$ cat src/rtl/asrm_alu_seq_if.sv
// asrm_alu_seq_if: request/result bundle between the control unit (master) and the ALU (slave).
interface asrm_alu_seq_if #(parameter int wordsize = 16);
    logic                start;
    logic [7:0]          instruction;
    logic [wordsize-1:0] working_register;
    logic [wordsize-1:0] other_register;
    logic [wordsize-1:0] status_register;
    logic                busy;
    logic                done;
    logic [wordsize-1:0] out;
    logic [3:0]          out_reg;
    modport master (
        output start, instruction, working_register, other_register, status_register,
        input  busy, done, out, out_reg
    );
    modport slave (
        input  start, instruction, working_register, other_register, status_register,
        output busy, done, out, out_reg
    );
endinterface

$ cat src/rtl/asrm_alu_seq.sv
// asrm_alu_seq: multi-cycle ALU with iterative shifts; ASRM_ALU_MUL_EN adds a shift-add multiplier.
module asrm_alu_seq #(
    parameter int wordsize = 16
) (
    input logic           clk,
    input logic           reset,
    asrm_alu_seq_if.slave bus
);
    localparam int cw = $clog2(wordsize) + 1;
    localparam logic [3:0] opp_add = 4'h0;
    localparam logic [3:0] opp_sub = 4'h1;
    localparam logic [3:0] opp_and = 4'h2;
    localparam logic [3:0] opp_or  = 4'h3;
    localparam logic [3:0] opp_xor = 4'h4;
    localparam logic [3:0] opp_not = 4'h5;
    localparam logic [3:0] opp_lsl = 4'h6;
    localparam logic [3:0] opp_lsr = 4'h7;
    localparam logic [3:0] opp_eq  = 4'h8;
    localparam logic [3:0] opp_les = 4'h9;
`ifdef ASRM_ALU_MUL_EN
    localparam logic [3:0] opp_mul = 4'hA;
`endif
    localparam logic [7:0] inst_slp = 8'hFF;
    localparam logic [3:0] sr_id    = 4'hF;

    typedef enum logic [1:0] {IDLE = 2'd0, SHIFT = 2'd1, MUL = 2'd2, DONE = 2'd3} state_t;

    state_t              state_q, state_d;
    logic [wordsize-1:0] out_q, out_d;
    logic [3:0]          out_reg_q, out_reg_d;
    logic [wordsize-1:0] acc_q, acc_d;
    logic [cw-1:0]       cnt_q, cnt_d;
    logic                lsr_q, lsr_d;
`ifdef ASRM_ALU_MUL_EN
    logic [wordsize-1:0] b_q, b_d;
    logic [wordsize-1:0] prod_q, prod_d;
`endif

    logic [wordsize-1:0] a, b, sr, sr_hi;
    logic [cw-1:0]       amt;

    assign a     = bus.working_register;
    assign b     = bus.other_register;
    assign sr    = bus.status_register;
    // compare result replaces SR bit 0, the rest of SR passes through
    assign sr_hi = sr & ~wordsize'(1);
    assign amt   = (b >= wordsize'(wordsize)) ? cw'(wordsize) : b[cw-1:0];

    always_comb begin
        state_d   = state_q;
        out_d     = out_q;
        out_reg_d = out_reg_q;
        acc_d     = acc_q;
        cnt_d     = cnt_q;
        lsr_d     = lsr_q;
`ifdef ASRM_ALU_MUL_EN
        b_d       = b_q;
        prod_d    = prod_q;
`endif
        case (state_q)
            IDLE: if (bus.start) begin
                state_d   = DONE;
                out_reg_d = 4'h0;
                if (bus.instruction == inst_slp) out_d = a;
                else case (bus.instruction[7:4])
                    opp_add: out_d = a + b;
                    opp_sub: out_d = a - b;
                    opp_and: out_d = a & b;
                    opp_or:  out_d = a | b;
                    opp_xor: out_d = a ^ b;
                    opp_not: out_d = ~b;
                    opp_eq: begin
                        out_d     = sr_hi | wordsize'(a == b);
                        out_reg_d = sr_id;
                    end
                    opp_les: begin
                        out_d     = sr_hi | wordsize'(a < b);
                        out_reg_d = sr_id;
                    end
                    opp_lsl, opp_lsr: begin
                        acc_d   = a;
                        cnt_d   = amt;
                        lsr_d   = bus.instruction[7:4] == opp_lsr;
                        state_d = SHIFT;
                    end
`ifdef ASRM_ALU_MUL_EN
                    opp_mul: begin
                        acc_d   = a;
                        b_d     = b;
                        prod_d  = '0;
                        cnt_d   = cw'(wordsize);
                        state_d = MUL;
                    end
`endif
                    default: out_d = '0;
                endcase
            end
            SHIFT: if (cnt_q == '0) begin
                out_d   = acc_q;
                state_d = DONE;
            end else begin
                acc_d = lsr_q ? acc_q >> 1 : acc_q << 1;
                cnt_d = cnt_q - 1'b1;
            end
`ifdef ASRM_ALU_MUL_EN
            MUL: if (cnt_q == '0) begin
                out_d   = prod_q;
                state_d = DONE;
            end else begin
                prod_d = prod_q + (b_q[0] ? acc_q : '0);
                acc_d  = acc_q << 1;
                b_d    = b_q >> 1;
                cnt_d  = cnt_q - 1'b1;
            end
`endif
            default: state_d = IDLE;
        endcase
    end

    always_ff @(posedge clk) begin
        if (!reset) begin
            state_q   <= IDLE;
            out_q     <= '0;
            out_reg_q <= '0;
            acc_q     <= '0;
            cnt_q     <= '0;
            lsr_q     <= 1'b0;
`ifdef ASRM_ALU_MUL_EN
            b_q       <= '0;
            prod_q    <= '0;
`endif
        end else begin
            state_q   <= state_d;
            out_q     <= out_d;
            out_reg_q <= out_reg_d;
            acc_q     <= acc_d;
            cnt_q     <= cnt_d;
            lsr_q     <= lsr_d;
`ifdef ASRM_ALU_MUL_EN
            b_q       <= b_d;
            prod_q    <= prod_d;
`endif
        end
    end

    assign bus.busy    = state_q != IDLE;
    assign bus.done    = state_q == DONE;
    assign bus.out     = out_q;
    assign bus.out_reg = out_reg_q;
endmodule

$ cat src/flat_wrapper.sv
// flat-port wrapper written by rule: the top's interface ports become plain ports
module asrm_alu_seq_flat 
#(
    parameter int wordsize = 16
)
  (clk, reset, bus_start, bus_instruction, bus_working_register, bus_other_register, bus_status_register, bus_busy, bus_done, bus_out, bus_out_reg);
  asrm_alu_seq_if #(.wordsize(wordsize)) bus_i ();
  input logic clk;
  input logic reset;
  input wire logic [$bits(bus_i.start)-1:0] bus_start;
  input wire logic [$bits(bus_i.instruction)-1:0] bus_instruction;
  input wire logic [$bits(bus_i.working_register)-1:0] bus_working_register;
  input wire logic [$bits(bus_i.other_register)-1:0] bus_other_register;
  input wire logic [$bits(bus_i.status_register)-1:0] bus_status_register;
  output wire logic [$bits(bus_i.busy)-1:0] bus_busy;
  output wire logic [$bits(bus_i.done)-1:0] bus_done;
  output wire logic [$bits(bus_i.out)-1:0] bus_out;
  output wire logic [$bits(bus_i.out_reg)-1:0] bus_out_reg;
  assign bus_i.start = bus_start;
  assign bus_i.instruction = bus_instruction;
  assign bus_i.working_register = bus_working_register;
  assign bus_i.other_register = bus_other_register;
  assign bus_i.status_register = bus_status_register;
  assign bus_busy = bus_i.busy;
  assign bus_done = bus_i.done;
  assign bus_out = bus_i.out;
  assign bus_out_reg = bus_i.out_reg;
  asrm_alu_seq #(.wordsize(wordsize)) u_core (.clk(clk), .reset(reset), .bus(bus_i));
endmodule
$ cat config.mk
export PLATFORM = sky130hd
export DESIGN_NAME = asrm_alu_seq_flat
export DESIGN_NICKNAME = d
export VERILOG_FILES = /design/src/rtl/asrm_alu_seq_if.sv /design/src/rtl/asrm_alu_seq.sv /design/src/flat_wrapper.sv
export SDC_FILE = /design/constraint.sdc
export NUM_CORES = 1
export LEC_CHECK = 0
export CAP_MARGIN = 20
export CORE_AREA = 5 5 112 114
export CTS_BUF_LIST = sky130_fd_sc_hd__clkbuf_8
export DETAILED_ROUTE_END_ITERATION = 16
export DIE_AREA = 0 0 117 119
export PLACE_DENSITY = 0.68
export SYNTH_ARGS = -nofsm -noshare
export SYNTH_HDL_FRONTEND = slang
export SYNTH_SLANG_ARGS = --single-unit
export TNS_END_PERCENT = 20
$ cat constraint.sdc
create_clock -name clk -period 3.7 [get_ports clk]
set_clock_uncertainty 0.2 [all_clocks]
set_input_delay 0.74 -clock clk [delete_from_list [all_inputs] [get_ports clk]]
set_output_delay 0.74 -clock clk [all_outputs]
set_load 0.005 [all_outputs]
---- Yosys cells after proc, flatten, opt, wreduce, memory -nomap -nowiden ----
Index checks and enable logic that the tools add are counted.
word-level totals
  register bits ........................... 44
  bits of input ports ..................... 59
  output and inout port bits .............. 22
  word-level logic and storage cells ...... 73
operators by class
  $add $sub $neg .......................... 3
  $lt $le $gt $ge ......................... 2
  eq/ne operators ......................... 19
  muxes and demuxes ....................... 24
  bitwise logic cells ..................... 7
  reductions and logical operators ........ 12
operators by type and width
  operator                                                             count
  one-hot mux 16 bit (9 select lines)                                  1
  2-to-1 mux 16 bit                                                    8
  one-hot mux 16 bit (2 select lines)                                  2
  OR 16 x 1 -> 16 bit                                                  2
  2-to-1 mux 5 bit                                                     5
  adder 16 bit                                                         1
  bitwise AND 16 bit                                                   1
  == test 16 bit                                                       1
  == test 4 x 3 -> 1 bit (second input constant)                       4
  greater-or-equal comparator 16 x 5 -> 1 bit (second input constant)  1
  < comparator 16 bit                                                  1
  NOT 16 bit                                                           1
  OR 16 bit                                                            1
  subtractor 16 bit                                                    1
  XOR 16 bit                                                           1
  one-hot mux 5 bit (2 select lines)                                   1
  == test 4 x 2 -> 1 bit (second input constant)                       2
  == test 4 bit (second input constant)                                2
  == test 8 bit (second input constant)                                1
  2-to-1 mux 2 bit                                                     4
  2-to-1 mux 4 bit                                                     2
  inequality test 2 bit (second input constant)                        4
  AND reduction 4 bit                                                  2
  zero test 5 bit                                                      1
  other kinds (14)                                                     17

---- Logic depth before layout (Yosys ltp) ----
  depth in word-level cells ............... 6
  gate-level depth with buffers ........... 11
  depth with buffers taken out ............ 11

---- Least setup slack after synthesis ----
OpenSTA, ideal clock, no wires.
  path kind ............................... in2reg
  start point ............................. in bus_working_register[0]
  end point ............................... reg u_core.out_q[14], in the netlist u_core.bus.out[14]
  arrival ................................. 3.032 ns
  required time ........................... 3.364 ns
  setup slack ............................. 0.331 ns
  stages .................................. 11
  path through ............................ inv_1 ha_1 fa_1 o21ba_2 or4_1 a31oi_1 o22ai_1 o41ai_1 mux2i_1 o2111a_1 a211oi_1
between the ends
  cells in the longest elaborated chain, start to end .. 5
  elaborated cells on any way between the ends .. 6
  classes of those cells .................. add/sub: 2; mux: 4
ends and longest elaborated chain
  item                                                      RTL line                                RTL
  start: declaration                                        flat_wrapper.sv:12                      input wire logic [$bits(bus_i.working_register)-1:0] bus_working_register;
  subtractor 16 bit / adder 16 bit (equally long branches)  asrm_alu_seq.sv:67, asrm_alu_seq.sv:66
  one-hot mux 16 bit (9 select lines) *                     asrm_alu_seq.sv:65                      else case (bus.instruction[7:4])
  2-to-1 mux 16 bit *                                       asrm_alu_seq.sv:64                      if (bus.instruction == inst_slp) out_d = a;
  2-to-1 mux 16 bit *                                       asrm_alu_seq.sv:61                      IDLE: if (bus.start) begin
  one-hot mux 16 bit (2 select lines) *                     asrm_alu_seq.sv:60                      case (state_q)
  end signal: assignment                                    asrm_alu_seq.sv:134                     out_q <= out_d;
  end: declaration                                          asrm_alu_seq.sv:29                      logic [wordsize-1:0] out_q, out_d;
Mark *: on every way between the ends. The rest lies on a longest branch, timed or not. The select of a mux whose other input is x is not followed.
A chain may end at the register's enable or synchronous reset.

---- Worst setup path after layout ----
  start point ............................. in bus_working_register[8]
  end point ............................... reg u_core.out_q[13], in the netlist u_core.bus.out[13]
The elaborated chain is that of the path after synthesis.

==> metrics.yaml <==
synth_common_cells: "67 x nand2_1, 65 x nor2_1, 59 x a21oi_1, 59 x ha_1, 48 x inv_1"
cpMostUsedCell: "a21oi_1"
arrival_ns: 3.59
syn_to_final_growth_pct: 36.6
cts_buffers: 5
synth_compound_area_share_pct: 33.2
fillers: 1064
ant_nets: 0
design_area_sq_um: 6800
grt_pass1_vias: 5822
io_buffer_count: 79
crit_buf_inv: 2
place_area_sq_um: 6600
synth_area_per_cell_sq_um: 7.22
die-area_sq_um: 13900
hold_buffers: 0
ys_warn_count: 0
async_reset_ff_share_pct: 0
root_buffer: "clkbuf_8"
synthTopCellsByArea: "dfxtp_1 16%, ha_1 15%, a21oi_1 5.9%, nand2_1 5.1%, nor2_1 4.9%"
clkTransAtPathRegs_ns: 0.08
drive_above_1_share_pct: 19.0
worstPathCellList: "clkdlybuf4s50_1, inv_1, ha_1, or3_1, nor4b_2, o21ai_0, a31oi_1, nor2_1, xnor2_1, a21oi_1, a21oi_1"
start_util_pct: 44.0
ys_seq_area_share_pct: 16.5
cts.sinks: 41
drt_iter0_markers: 558
dr_total_vias: 5937
pre_cts_slack_ns: -0.544
p_per_area_nw_per_um2: 276
cts_tree: "done"
setup_slack_ns: 0.101
hpwl_microns: 15700
required_ns: 3.69
diodes: 0
yosysMostFrequentCell: "nand2_1"
synth_simple_gate_area_share_pct: 20.1
drc: 0
ys_ff_latch: 41
status: "complete, no violations"
finalCritPeriodShare_pct: 97.3
place.gp.congestion: 0.996
grt_overflow: 0
path_delay_family: "simple AND/OR/NAND/NOR gates"
largest_reg_flops: 17
fin_crit_ns: 3.60
synthAdderAreaFrac_pct: 15.6
synthMuxAreaShare_pct: 5.18
timing.fmax_ghz: 0.278
syn_inst: 689
synthFlopType: "dfxtp_1"
hp-class: "register to register"
ios: 81
synth-xor-area-share_pct: 1.23
tightest_slew_ns: 0.967
drt-vias-per-instance: 6.06
grt_start_max_net_pins: 30
synth_nets: 809
synth_top_area_share_pct: 16.5
cts_max_level: 2
die_w_microns: 117
synth_top_area_cell: "dfxtp_1"
slew_violations: 0
die_y_microns: 119
crit_path_max_incr_delay_ns: 0.61
grt_first_pass_wirelength_microns: 30700
slew_headroom_pct: 35.4
antenna_found_initial: 0
vdd.ir_drop.worst_mv: 0.194
insertion_delay_ns: 0.30
wl_microns: 19600
synth_top_family_by_area: "compound AO/OA/AOI/OAI gates"
cts_max_path_buffers: 2
finalHoldViolations: 0
start_kind: "input pin"
path_class: "input pin to register"
layout.nets: 956
finalSetupViolCount: 0
wl_per_cell_microns: 20.0
cap_violations: 0
crit_fanout: 4
crit_slowest_cell: "clkdlybuf4s50_1"
hold_slack_ns: 0.287
synth_edf_count: 0
core_sq_um: 11300
rows: 39
synth_cell_types: 76
rsz0062_at_grt: "false"
endpoint_kind: "register"
p_leak_nw: 2.81
setup_tns_ns: 0
syn_area_sq_um: 4980
dr.pass1.iters: 6
grt.total_usage_pct: 27.8
## power breakdown
group,switching (mW),internal (mW)
Clock,0.167,0.196
Sequential,0.0513,0.498
Combinational,0.507,0.454
Total,0.726,1.15
## repair_timing
action                     CTS  global route
cloned                       0             0
setup buffers                0             0
setup endpoints to repair    4             8
resized for setup            5            15
pin swaps                    1             5
## final cells by class
cell class                 instances  area (sq um)  share of cell area, %
clock buffer                       5          68.8                   1.01
clock inverter                     2          35.0                  0.516
inverter                          50           188                   2.76
multi-input combinational        548          3860                   56.8
sequential                        41           821                   12.1
tap                              143           179                   2.63
timing repair buffer             190          1640                   24.2
## through the flow
stage          total power [mW]  utilization, %  cells
5_1_grt                    1.99            60.0    979
3_5_place_dp               1.49            58.3    972
6_report                   1.87            60.0    979
4_1_cts                    1.85            59.4    979
2_1_floorplan              1.05               -    689
3_3_place_gp               1.47            58.3    972
## final timing paths
path	from	end	slack, ns	cells past startpoint
setup reg to reg	u_core.state_q[0]	u_core.bus.out[8]	0.62	8
setup / recovery	bus_working_register[8]	u_core.bus.out[13]	0.10	11
hold reg to reg	u_core.cnt_q[4]	u_core.cnt_q[4]	0.29	2
hold / removal	u_core.cnt_q[4]	u_core.cnt_q[4]	0.29	2
## per-layer routing
metal | share of wire, % | GRT usage [%] | vias to the layer above
met2 | 47 | 45.5 | 276
met1 | 41 | 35.6 | 2779
li1 | - | - | 2816
met3 | 6.5 | 3.80 | 66
met5 | 0 | 0 | -
met4 | 5.4 | 13.3 | 0
## cell usage in the layout (no fill, tap or decap), types with 23 or more instances in the layout
cell type	count
a21oi_1	59
o21ai_0	45
buf_4	110
dfxtp_1	41
nand2_1	67
o211ai_1	23
ha_1	58
nor2_1	65
clkdlybuf4s50_1	77
inv_1	48
## worst register-to-register path, stage by stage (launching register included)
cell and delay, ns:
dfxtp_1 0.42, nor2b_4 0.49, nor4_2 0.14, a22oi_1 0.21
or4b_1 0.51, or4_4 0.54, mux2_4 0.27, a22oi_2 0.14
a211oi_1 0.06
## logic make-up after synthesis
group	Yosys count
AOI/OAI and AO/OA	243
xor gates and xnor gates	7
adders and majority gates	61
buffers and inverters	100
DFF	41
muxes	24
and+or+nand+nor	213
(Power assumes the default switching activity.)
